<file path="config.mk">
export PLATFORM = sky130hd
export DESIGN_NAME = run_sequencer
export DESIGN_NICKNAME = d
export VERILOG_FILES = /design/src/rtl/run_sequencer.sv
export SDC_FILE = /design/constraint.sdc
export NUM_CORES = 1
export LEC_CHECK = 0
export CORE_AREA = 10 10 72 74
export DETAILED_ROUTE_END_ITERATION = 12
export DIE_AREA = 0 0 82 84
export PLACE_DENSITY_LB_ADDON = 0.3
export SETUP_SLACK_MARGIN = 0.05
export SYNTH_ARGS = -nofsm -noshare
export SYNTH_HDL_FRONTEND = slang
export SYNTH_SLANG_ARGS = --single-unit
</file>
<file path="constraint.sdc">
create_clock -name Clk -period 3.8 [get_ports Clk]
set_input_delay 1.14 -clock Clk [delete_from_list [all_inputs] [get_ports Clk]]
set_output_delay 1.14 -clock Clk [all_outputs]
set_load 0.05 [all_outputs]
</file>
<file path="src/rtl/run_sequencer.sv">
// Test-harness initiator for a processor's Reset/Start/Ack program handshake.
// It runs NUM_PROGS programs back to back and reports each program's cycle count, with a timeout guard.
`timescale 1ns/1ps

module run_sequencer #(
   parameter int NUM_PROGS = 3,
   parameter int CNT_W     = 16,
   parameter int TIMEOUT   = 1000,
   parameter int RST_CYC   = 2,
   localparam int PW       = (NUM_PROGS > 1) ? $clog2(NUM_PROGS) : 1
) (
   input  logic             Clk,
   input  logic             Reset,
   input  logic             Go,
   input  logic             DutAck,
   output logic             DutReset,
   output logic             DutStart,
   output logic [PW-1:0]    ProgIdx,
   output logic [CNT_W-1:0] CycleCt,
   output logic             ResultValid,
   output logic             TimedOut,
   output logic             Busy,
   output logic             Done
);

   localparam int RW = (RST_CYC > 1) ? $clog2(RST_CYC) : 1;
   localparam logic [RW-1:0]    LAST_RST = RW'(RST_CYC - 1);
   localparam logic [PW-1:0]    LAST_IDX = PW'(NUM_PROGS - 1);
   localparam logic [CNT_W-1:0] TMO_CT   = CNT_W'(TIMEOUT);

   typedef enum logic [2:0] {
      S_IDLE   = 3'd0,
      S_DRST   = 3'd1,
      S_START  = 3'd2,
      S_RUN    = 3'd3,
      S_REPORT = 3'd4,
      S_DONE   = 3'd5
   } state_t;

   state_t           r_state;
   state_t           w_state_nxt;
   logic [RW-1:0]    r_rst_cnt;
   logic [RW-1:0]    w_rst_cnt_nxt;
   logic [PW-1:0]    r_prog_idx;
   logic [PW-1:0]    w_prog_idx_nxt;
   logic [CNT_W-1:0] r_cycle_ct;
   logic [CNT_W-1:0] w_cycle_ct_run;
   logic [CNT_W-1:0] w_cycle_ct_nxt;
   logic             r_timed_out;
   logic             w_timed_out_nxt;
   logic             r_dut_reset;
   logic             r_dut_start;
   logic             r_result_valid;
   logic             r_busy;
   logic             r_done;

   // Next-state and next-output logic; every output register is loaded from the state it is entering.
   always_comb begin
      w_state_nxt     = r_state;
      w_rst_cnt_nxt   = r_rst_cnt;
      w_prog_idx_nxt  = r_prog_idx;
      w_cycle_ct_run  = r_cycle_ct;
      w_timed_out_nxt = r_timed_out;
      case (r_state)
         S_IDLE, S_DONE: begin
            if (Go) begin
               w_state_nxt     = S_DRST;
               w_rst_cnt_nxt   = {RW{1'b0}};
               w_prog_idx_nxt  = {PW{1'b0}};
               w_cycle_ct_run  = {CNT_W{1'b0}};
               w_timed_out_nxt = 1'b0;
            end else begin
               w_state_nxt = r_state;
            end
         end
         S_DRST: begin
            if (r_rst_cnt == LAST_RST) begin
               w_state_nxt = S_START;
            end else begin
               w_rst_cnt_nxt = r_rst_cnt + {{(RW-1){1'b0}}, 1'b1};
            end
         end
         S_START: begin
            w_state_nxt = S_RUN;
         end
         // Ack takes priority over the timeout when both land in the same cycle.
         S_RUN: begin
            if (DutAck) begin
               w_state_nxt     = S_REPORT;
               w_timed_out_nxt = 1'b0;
            end else if (r_cycle_ct == TMO_CT) begin
               w_state_nxt     = S_REPORT;
               w_timed_out_nxt = 1'b1;
            end else begin
               w_cycle_ct_run = r_cycle_ct + {{(CNT_W-1){1'b0}}, 1'b1};
            end
         end
         S_REPORT: begin
            if (r_timed_out || (r_prog_idx == LAST_IDX)) begin
               w_state_nxt = S_DONE;
            end else begin
               w_state_nxt    = S_START;
               w_prog_idx_nxt = r_prog_idx + {{(PW-1){1'b0}}, 1'b1};
            end
         end
         default: begin
            w_state_nxt = S_IDLE;
         end
      endcase
      // The count reads zero for the whole START cycle; a stale Ack there cannot affect it.
      w_cycle_ct_nxt = (w_state_nxt == S_START) ? {CNT_W{1'b0}} : w_cycle_ct_run;
   end

   // State and output registers; Reset clears everything at once.
   always_ff @(posedge Clk or posedge Reset) begin
      if (Reset) begin
         r_state        <= S_IDLE;
         r_rst_cnt      <= {RW{1'b0}};
         r_prog_idx     <= {PW{1'b0}};
         r_cycle_ct     <= {CNT_W{1'b0}};
         r_timed_out    <= 1'b0;
         r_dut_reset    <= 1'b0;
         r_dut_start    <= 1'b0;
         r_result_valid <= 1'b0;
         r_busy         <= 1'b0;
         r_done         <= 1'b0;
      end else begin
         r_state        <= w_state_nxt;
         r_rst_cnt      <= w_rst_cnt_nxt;
         r_prog_idx     <= w_prog_idx_nxt;
         r_cycle_ct     <= w_cycle_ct_nxt;
         r_timed_out    <= w_timed_out_nxt;
         r_dut_reset    <= (w_state_nxt == S_DRST);
         r_dut_start    <= (w_state_nxt == S_START);
         r_result_valid <= (w_state_nxt == S_REPORT);
         r_busy         <= (w_state_nxt != S_IDLE) && (w_state_nxt != S_DONE);
         r_done         <= (w_state_nxt == S_DONE);
      end
   end

   assign DutReset    = r_dut_reset;
   assign DutStart    = r_dut_start;
   assign ProgIdx     = r_prog_idx;
   assign CycleCt     = r_cycle_ct;
   assign ResultValid = r_result_valid;
   assign TimedOut    = r_timed_out;
   assign Busy        = r_busy;
   assign Done        = r_done;

endmodule

</file>
==> results of run 1 <==
-- through the flow --
step / hold WS (ns) / cells / util
global placement: 0.5052 / 243 / 0.5062
floorplan: 0.4923 / 172 / -
finish: 0.5304 / 247 / 0.5204
global route: 0.5903 / 247 / 0.5204
CTS: 0.5349 / 247 / 0.5204
detailed placement: 0.5169 / 243 / 0.5062
-- layer usage --
metal	part of all wire	GRT usage
met5	0	0
met4	0.0048	0.02941
met3	0.060	0.02263
met2	0.52	0.2004
met1	0.42	0.1382
-- cells in the final DEF, fill, tap and decap left out, types with 3 or more instances in the layout --
cell type	instances
and4_1	3
nor2_1	7
ha_1	3
or3_1	4
nor3_1	5
nand2_1	22
a31oi_1	5
nand3_1	13
nand4_1	3
dfrtp_1	28
a21oi_1	13
clkbuf_8	4
clkdlybuf4s50_1	27
o21ai_0	4
inv_1	10
nor2_2	3
or4_1	3
-- cells by family (layout without fill, tap and decap cells) --
logic type                 after synthesis  count (layout)  share of synthesized area
and+or+nand+nor                         80              80                     0.3083
AOI/OAI and AO/OA                       41              41                     0.1688
DFF                                     28              28                     0.4201
buffers and inverters                   17              42                    0.05626
adders and majority gates                3               3                    0.02251
muxes                                    3               3                    0.02401
-- sequential cells by signal (all words and copies together) (netlist names) --
name,cells
Busy,1
r_state,3
TimedOut,1
CycleCt,16
ResultValid,1
r_rst_cnt,1
Done,1
DutReset,1
DutStart,1
ProgIdx,2
-- final cells by class --
cell class,instances,area [um2]
tap,50,62.56
multi-input combinational,127,873.3
timing repair buffer,28,277.8
inverter,10,37.54
sequential,28,700.7
fill,361,1849
clock buffer,4,55.05
-- worst paths after layout --
| kind | startpoint | to | slack, ns | cells after the start |
|---|---|---|---|---|
| max | CycleCt[2] | CycleCt[2] | 0.94 | 1 |
| min | ProgIdx[0] | ProgIdx[0] | 0.53 | 1 |
| max reg2reg | CycleCt[0] | CycleCt[15] | 1.65 | 7 |
| min reg2reg | ProgIdx[0] | ProgIdx[0] | 0.53 | 1 |
| max in group asynchronous | Reset | CycleCt[4] | 1.91 | 3 |
| min in group asynchronous | Reset | ProgIdx[1] | 1.28 | 2 |
-- power by group --
group          internal (mW)  switching (mW)  leakage (nW)  total [mW]
logic                  0.192           0.341         0.403       0.533
registers              0.351          0.0717         0.376       0.423
clock network         0.0926          0.0891        0.0288       0.182
total                  0.635           0.502         0.808        1.14
==> flow_metrics.env, run 1 <==
export IMPL_outcome="finished clean"
export IMPL_pre_cts_slack_ns=0.8771
export IMPL_final_cell_area_mm2=0.002007
export IMPL_die_area_mm2=0.006888
export IMPL_cp_max_fo=8
export IMPL_cts_tree="yes"
export IMPL_path_delay_family="buffers and inverters"
export IMPL_nNetsFinal=205
export IMPL_slowest_delay_ns=0.88
export IMPL_fin_crit_sh=0.7527
export IMPL_globalplace_congestion=0.8649
export IMPL_dieWidth_um=82
export IMPL_arrival_ns=1.72
export IMPL_yosysSeqAreaShare=0.4201
export IMPL_syn_nets=179
export IMPL_ys_types=51
export IMPL_path_class="reg -> out"
export IMPL_synth_area_top_cells="dfrtp_1 (42%), nand2_1 (5.0%), a21oi_1 (3.9%)"
export IMPL_grt_pass1_vias=1386
export IMPL_firstDrtPassIters=4
export IMPL_hold_viol_final=0
export IMPL_crit_path_top_delay_cell="clkdlybuf4s50_1"
export IMPL_setup_viol=0
export IMPL_cellPowerDensity_mw_per_mm2=566.5
export IMPL_clkTransAtPathRegs_ns=0.09
export IMPL_async_reset_ff_frac=1.000
export IMPL_wl_per_cell_um=15.86
export IMPL_cap_violations=0
export IMPL_synth_area_leader_cell="dfrtp_1"
export IMPL_wl_mm=3.918
export IMPL_fmax_mhz=349.6
export IMPL_ctsResizeCount=0
export IMPL_dpl_cell_area_mm2=0.001952
export IMPL_overflow=0
export IMPL_leakage_nw=0.8081
export IMPL_yosysMostFrequentCell="dfrtp_1"
export IMPL_setup_ws_ns=0.9399
export IMPL_slew_headroom=0.5178
export IMPL_start_util=0.4325
export IMPL_finalSetupTns_ns=0
export IMPL_syn_avg_cell_area_um2=9.697
export IMPL_grt_pass1_wl_mm=6.644
export IMPL_required_ns=2.66
export IMPL_hp_class="reg -> reg"
export IMPL_cp_start_kind="flop"
export IMPL_worstPathCellList="clkdlybuf4s50_1"
export IMPL_yosysTopAreaCellShare=0.4201
export IMPL_numCtsBuffers=3
export IMPL_postSynthCellCount=172
export IMPL_remaining_drc_errors=0
export IMPL_synth_warnings=0
export IMPL_synth_edf_count=0
export IMPL_antenna_found_initial=0
export IMPL_die_y_um=84
export IMPL_core_area_mm2=0.003856
export IMPL_fin_crit_ns=2.860
export IMPL_cts_sink_count=28
export IMPL_grt_use_total=0.1154
export IMPL_layout_drive_gt1_share=0.1269
export IMPL_path_buf_inv=1
export IMPL_post_cts_buffers=0
export IMPL_grt_max_degree=20
export IMPL_area_delta_synth_final_pct=20.33
export IMPL_row_count=23
export IMPL_cp_end_kind="primary output"
export IMPL_drt_iter0_markers=170
export IMPL_slew_violations=0
export IMPL_ant_nets=0
export IMPL_rsz0062_at_grt="no"
export IMPL_worst_pin_slew_ns=0.7226
export IMPL_cts_hold_buf=0
export IMPL_total_power_mw=1.137
export IMPL_clkLatencyLatePin_ns=0.27
export IMPL_cts_max_level=1
export IMPL_n_antenna_cell=0
export IMPL_fin_worst_skew_ns=0.003630
export IMPL_io_buffers=27
export IMPL_io_pins=28
export IMPL_ctsRootBufferMaster="clkbuf_8"
export IMPL_via_per_inst=5.765
export IMPL_syn_area_mm2=0.001668
export IMPL_ys_flop_type="dfrtp_1"
export IMPL_irDropWorstVdd_v=0.0003585
export IMPL_num_vias=1424
export IMPL_ys_seq_elements=28
export IMPL_netlist_top_cells_count="dfrtp_1 (28), nand2_1 (22), a21oi_1 (13), nand3_1 (13), inv_1 (10)"
export IMPL_cts_path_max_buffers=2
export IMPL_dp_hpwl_mm=2.977
Note: power is estimated with default switching activity, not from simulation.
==> run 2, diff against run 1 <==
clock period = 2.9 ns   (was 3.8 ns; I/O delays follow)
==> flow_metrics.env, run 2 (synthesized netlist as in run 1, its figures left out) <==
export IMPL_hold_path_cell_count=1
export IMPL_crit_path_top_delay_cell="clkdlybuf4s50_1"
export IMPL_fin_worst_skew_ns=0.007367
export IMPL_hold_viol_final=0
export IMPL_largest_reg_flops=16
export IMPL_final_cell_area_mm2=0.001993
export IMPL_die_area_mm2=0.006888
export IMPL_outcome="finished clean"
export IMPL_slew_headroom=0.6479
export IMPL_ctsRootBufferMaster="clkbuf_8"
export IMPL_fin_hold_ws_ns=0.5247
export IMPL_fin_crit_sh=0.8993
export IMPL_path_class="reg -> out"
export IMPL_dieWidth_um=82
export IMPL_reg2reg_depth=7
export IMPL_io_buffers=27
export IMPL_rsz0062_at_grt="no"
export IMPL_remaining_drc_errors=0
export IMPL_fmax_mhz=383.4
export IMPL_leakage_nw=0.8009
export IMPL_cp_start_kind="flop"
export IMPL_nNetsFinal=205
export IMPL_clkTransAtPathRegs_ns=0.09
export IMPL_cp_max_fo=9
export IMPL_setup_viol=0
export IMPL_clkLatencyLatePin_ns=0.27
export IMPL_core_area_mm2=0.003856
export IMPL_n_antenna_cell=0
export IMPL_io_pins=28
export IMPL_firstDrtPassIters=4
export IMPL_ant_nets=0
export IMPL_via_per_inst=5.923
export IMPL_start_util=0.4325
export IMPL_grt_pass1_vias=1365
export IMPL_numCtsBuffers=3
export IMPL_irDropWorstVdd_v=0.0003550
export IMPL_fillers=365
export IMPL_slowest_delay_ns=0.89
export IMPL_die_y_um=84
export IMPL_worst_pin_slew_ns=0.5265
export IMPL_final_cell_mix="dfrtp_1 (28), clkdlybuf4s50_1 (27), nand2_1 (22)"
export IMPL_path_delay_family="buffers and inverters"
export IMPL_ctsResizeCount=0
export IMPL_cts_tree="yes"
export IMPL_cp_end_kind="primary output"
export IMPL_antenna_found_initial=0
export IMPL_worstSetupPathDepth=1
export IMPL_num_vias=1457
export IMPL_grt_max_degree=29
export IMPL_area_delta_synth_final_pct=19.50
export IMPL_cts_sink_count=28
export IMPL_layout_drive_gt1_share=0.1224
export IMPL_row_count=23
export IMPL_wl_mm=4.055
export IMPL_grt_use_total=0.1198
export IMPL_cap_violations=0
export IMPL_slew_violations=0
export IMPL_post_cts_buffers=0
export IMPL_cellPowerDensity_mw_per_mm2=734.3
export IMPL_required_ns=2.03
export IMPL_dpl_cell_area_mm2=0.001952
export IMPL_dp_hpwl_mm=3.047
export IMPL_fin_crit_ns=2.608
export IMPL_cts_path_max_buffers=2
export IMPL_wl_per_cell_um=16.48
export IMPL_worstPathCellList="clkdlybuf4s50_1"
export IMPL_overflow=0
export IMPL_globalplace_congestion=0.8605
export IMPL_layout_commonest_cell="dfrtp_1"
export IMPL_cts_max_level=1
export IMPL_finalSetupTns_ns=0
export IMPL_drt_iter0_markers=227
export IMPL_path_buf_inv=1
export IMPL_arrival_ns=1.74
export IMPL_hp_class="reg -> reg"
export IMPL_cts_hold_buf=0
export IMPL_grt_pass1_wl_mm=6.713
==> run 2: cell types whose count changed in the layout (fill, tap and decap cells not counted), sizes merged <==
cell,change
clkbuf,-1
==> run 2: path summary, 6_finish.rpt <==
path / start / to / slack, ns
min in group asynchronous: Reset / CycleCt[9] / 0.94
worst min-delay path: ProgIdx[0] / ProgIdx[0] / 0.52
worst max register to register: CycleCt[0] / CycleCt[15] / 0.72
max in group asynchronous: Reset / CycleCt[15] / 1.69
worst max-delay path: CycleCt[11] / CycleCt[11] / 0.29
worst min register to register: ProgIdx[0] / ProgIdx[0] / 0.52
==> run 2: area by class of cell <==
type,instances,area (um2),area share
clock buffer,3,41.29,0.02072
inverter,10,37.54,0.01883
multi-input combinational,127,873.3,0.4382
sequential,28,700.7,0.3515
tap,50,62.56,0.03139
timing repair buffer,28,277.8,0.1394
==> run 2: layer usage <==
| metal | routed length (um) | global-route usage | part of all wire |
|---|---|---|---|
| met3 | 320 | 0.02802 | 0.079 |
| met2 | 2048 | 0.2019 | 0.51 |
| met1 | 1582 | 0.1388 | 0.39 |
| met4 | 104 | 0.04954 | 0.026 |
| met5 | 0 | 0 | 0 |
==> run 2: metrics by stage <==
step / instances / power [mW] / utilization / worst slack (ns)
detailed placement: 243 / 1.268 / 0.5062 / 0.2462
CTS: 246 / 1.471 / 0.5169 / 0.2995
global placement: 243 / 1.243 / 0.5062 / 0.3501
global route: 246 / 1.566 / 0.5169 / 0.2289
finish: 246 / 1.464 / 0.5169 / 0.2920
floorplan: 172 / 1.121 / - / 0.8194
==> run 2: where the power goes <==
group	total, mW	internal, mW	switching (mW)
clock network	0.205	0.0932	0.112
registers	0.553	0.460	0.0937
logic	0.705	0.251	0.454
total	1.46	0.804	0.659
==> run 3, diff against run 2 <==
CELL_PAD_IN_SITES_DETAIL_PLACEMENT = 0   (was default)
CELL_PAD_IN_SITES_GLOBAL_PLACEMENT = 2   (was default)
CORE_AREA = 10 10 87 89   (was 10 10 72 74)
DIE_AREA = 0 0 97 99   (was 0 0 82 84)
clock period = 2.33 ns   (was 2.9 ns; I/O delays follow)
==> flow_metrics.env, run 3 (synthesized netlist as in run 1, its figures left out) <==
export IMPL_outcome="finished clean"
export IMPL_ctsRootBufferMaster="clkbuf_8"
export IMPL_core_area_mm2=0.005851
export IMPL_rsz0062_at_grt="no"
export IMPL_fin_crit_ns=2.209
export IMPL_grt_max_degree=29
export IMPL_clkTransAtPathRegs_ns=0.10
export IMPL_worstPathCellList="clkdlybuf4s50_1"
export IMPL_instances_no_fill=278
export IMPL_drt_iter0_markers=84
export IMPL_cellInternalPower_mw=1.169
export IMPL_dp_cells=274
export IMPL_arrival_ns=1.51
export IMPL_numCtsBuffers=3
export IMPL_nNetsFinal=211
export IMPL_via_per_inst=5.122
export IMPL_fillers=607
export IMPL_pwr_share_seq=0.337
export IMPL_irDropWorstVdd_v=0.0003625
export IMPL_dp_hpwl_mm=3.288
export IMPL_die_y_um=99
export IMPL_num_vias=1424
export IMPL_n_antenna_cell=0
export IMPL_path_buf_inv=1
export IMPL_path_class="reg -> out"
export IMPL_cp_end_kind="primary output"
export IMPL_leakage_nw=0.8994
export IMPL_globalplace_congestion=0.7920
export IMPL_path_delay_family="buffers and inverters"
export IMPL_switching_share=0.4263
export IMPL_grt_use_total=0.09397
export IMPL_finalSetupTns_ns=0
export IMPL_slew_headroom=0.6606
export IMPL_row_count=28
export IMPL_hold_viol_final=0
export IMPL_total_power_mw=2.038
export IMPL_fmax_mhz=452.7
export IMPL_cts_path_max_buffers=2
export IMPL_post_cts_buffers=0
export IMPL_slew_violations=0
export IMPL_cp_start_kind="flop"
export IMPL_cts_max_level=1
export IMPL_required_ns=1.63
export IMPL_start_util=0.2851
export IMPL_area_delta_synth_final_pct=24.38
export IMPL_setup_viol=0
export IMPL_remaining_drc_errors=0
export IMPL_overflow=0
export IMPL_layout_drive_gt1_share=0.2315
export IMPL_wl_mm=4.450
export IMPL_cap_violations=0
export IMPL_crit_path_top_delay_cell="clkdlybuf4s50_1"
export IMPL_dieWidth_um=97
export IMPL_cellPowerDensity_mw_per_mm2=982.2
export IMPL_largest_reg_flops=16
export IMPL_clkLatencyLatePin_ns=0.28
export IMPL_hp_class="reg -> reg"
export IMPL_grt_pass1_vias=1500
export IMPL_fin_worst_skew_ns=0.006744
export IMPL_worst_pin_slew_ns=0.5075
export IMPL_grt_pass1_wl_mm=7.624
export IMPL_fin_crit_sh=0.9480
export IMPL_cts_sink_count=28
export IMPL_slowest_delay_ns=0.82
export IMPL_firstDrtPassIters=4
export IMPL_antenna_found_initial=0
export IMPL_clkPwrFrac=0.195
export IMPL_power_frac_comb=0.467
export IMPL_final_cell_mix="dfrtp_1 (28), nand2_1 (22), buf_4 (22)"
export IMPL_io_buffers=27
export IMPL_cp_max_fo=4
export IMPL_io_pins=28
export IMPL_p_switching_uw=868.6
export IMPL_cts_tree="yes"
export IMPL_ant_nets=0
export IMPL_die_area_mm2=0.009603
export IMPL_wl_per_cell_um=16.01
export IMPL_layout_commonest_cell="dfrtp_1"
## run 3: changes by cell type in the layout (fill, tap and decap cells not counted)
| cell | delta |
|---|---|
| buf_4 | +21 |
| buf_12 | +1 |
| bufinv_16 | +1 |
| clkdlybuf4s50_1 | -17 |
| dlymetal6s2s_1 | +1 |
## run 3: power groups by stage
stage	registers, mW	clock network, mW	logic [mW]
after floorplan	0.818	0	0.577
after global placement	0.695	0	0.958
after detailed placement	0.697	0	0.967
after CTS	0.688	0.416	0.972
after global routing	0.704	0.432	1.05
final	0.687	0.398	0.952
## run 3: path summary, 6_finish.rpt
kind / start / end / slack (ns) / cells past startpoint
setup / recovery: ProgIdx[0] / ProgIdx[0] / 0.12 / 1
hold / removal: ProgIdx[0] / ProgIdx[0] / 0.55 / 1
setup reg to reg: CycleCt[0] / CycleCt[13] / 0.31 / 7
hold reg to reg: ProgIdx[0] / ProgIdx[0] / 0.55 / 1
max in group asynchronous: Reset / TimedOut / 1.26 / 3
min in group asynchronous: Reset / DutStart / 0.79 / 3
## run 3: timing repair
| action | in CTS | in global routing |
|---|---|---|
| hold buffers | 0 | 0 |
| resized for setup | 0 | 1 |
| setup endpoints to repair | 0 | 1 |
## run 3: metrics by stage
stage | hold slack [ns] | setup WS [ns] | util | cell area [um2]
after floorplan | 0.4923 | 0.2494 | - | 1668
after global placement | 0.5058 | 0.07053 | 0.3420 | 2001
after detailed placement | 0.5338 | 0.04223 | 0.3420 | 2001
after CTS | 0.5563 | 0.05423 | 0.3541 | 2072
after global routing | 0.5840 | 0.05576 | 0.3546 | 2074
final | 0.5495 | 0.1212 | 0.3546 | 2074
## run 3: metal layers
layer | up-vias | global-route usage | wire, um
met5 | - | 0 | 0
met1 | 718 | 0.1107 | 2007
met4 | 0 | 0.02724 | 30
met3 | 2 | 0.02025 | 152
li1 | 689 | - | -
met2 | 15 | 0.1667 | 2259
## run 3: cell type report
cell class	instances	area, um2	share of cell area
clock buffer	3	41.29	0.01990
clock inverter	1	30.03	0.01448
inverter	10	37.54	0.01809
multi-input combinational	127	873.3	0.4210
sequential	28	700.7	0.3378
tap	75	93.84	0.04524
timing repair buffer	34	297.8	0.1435
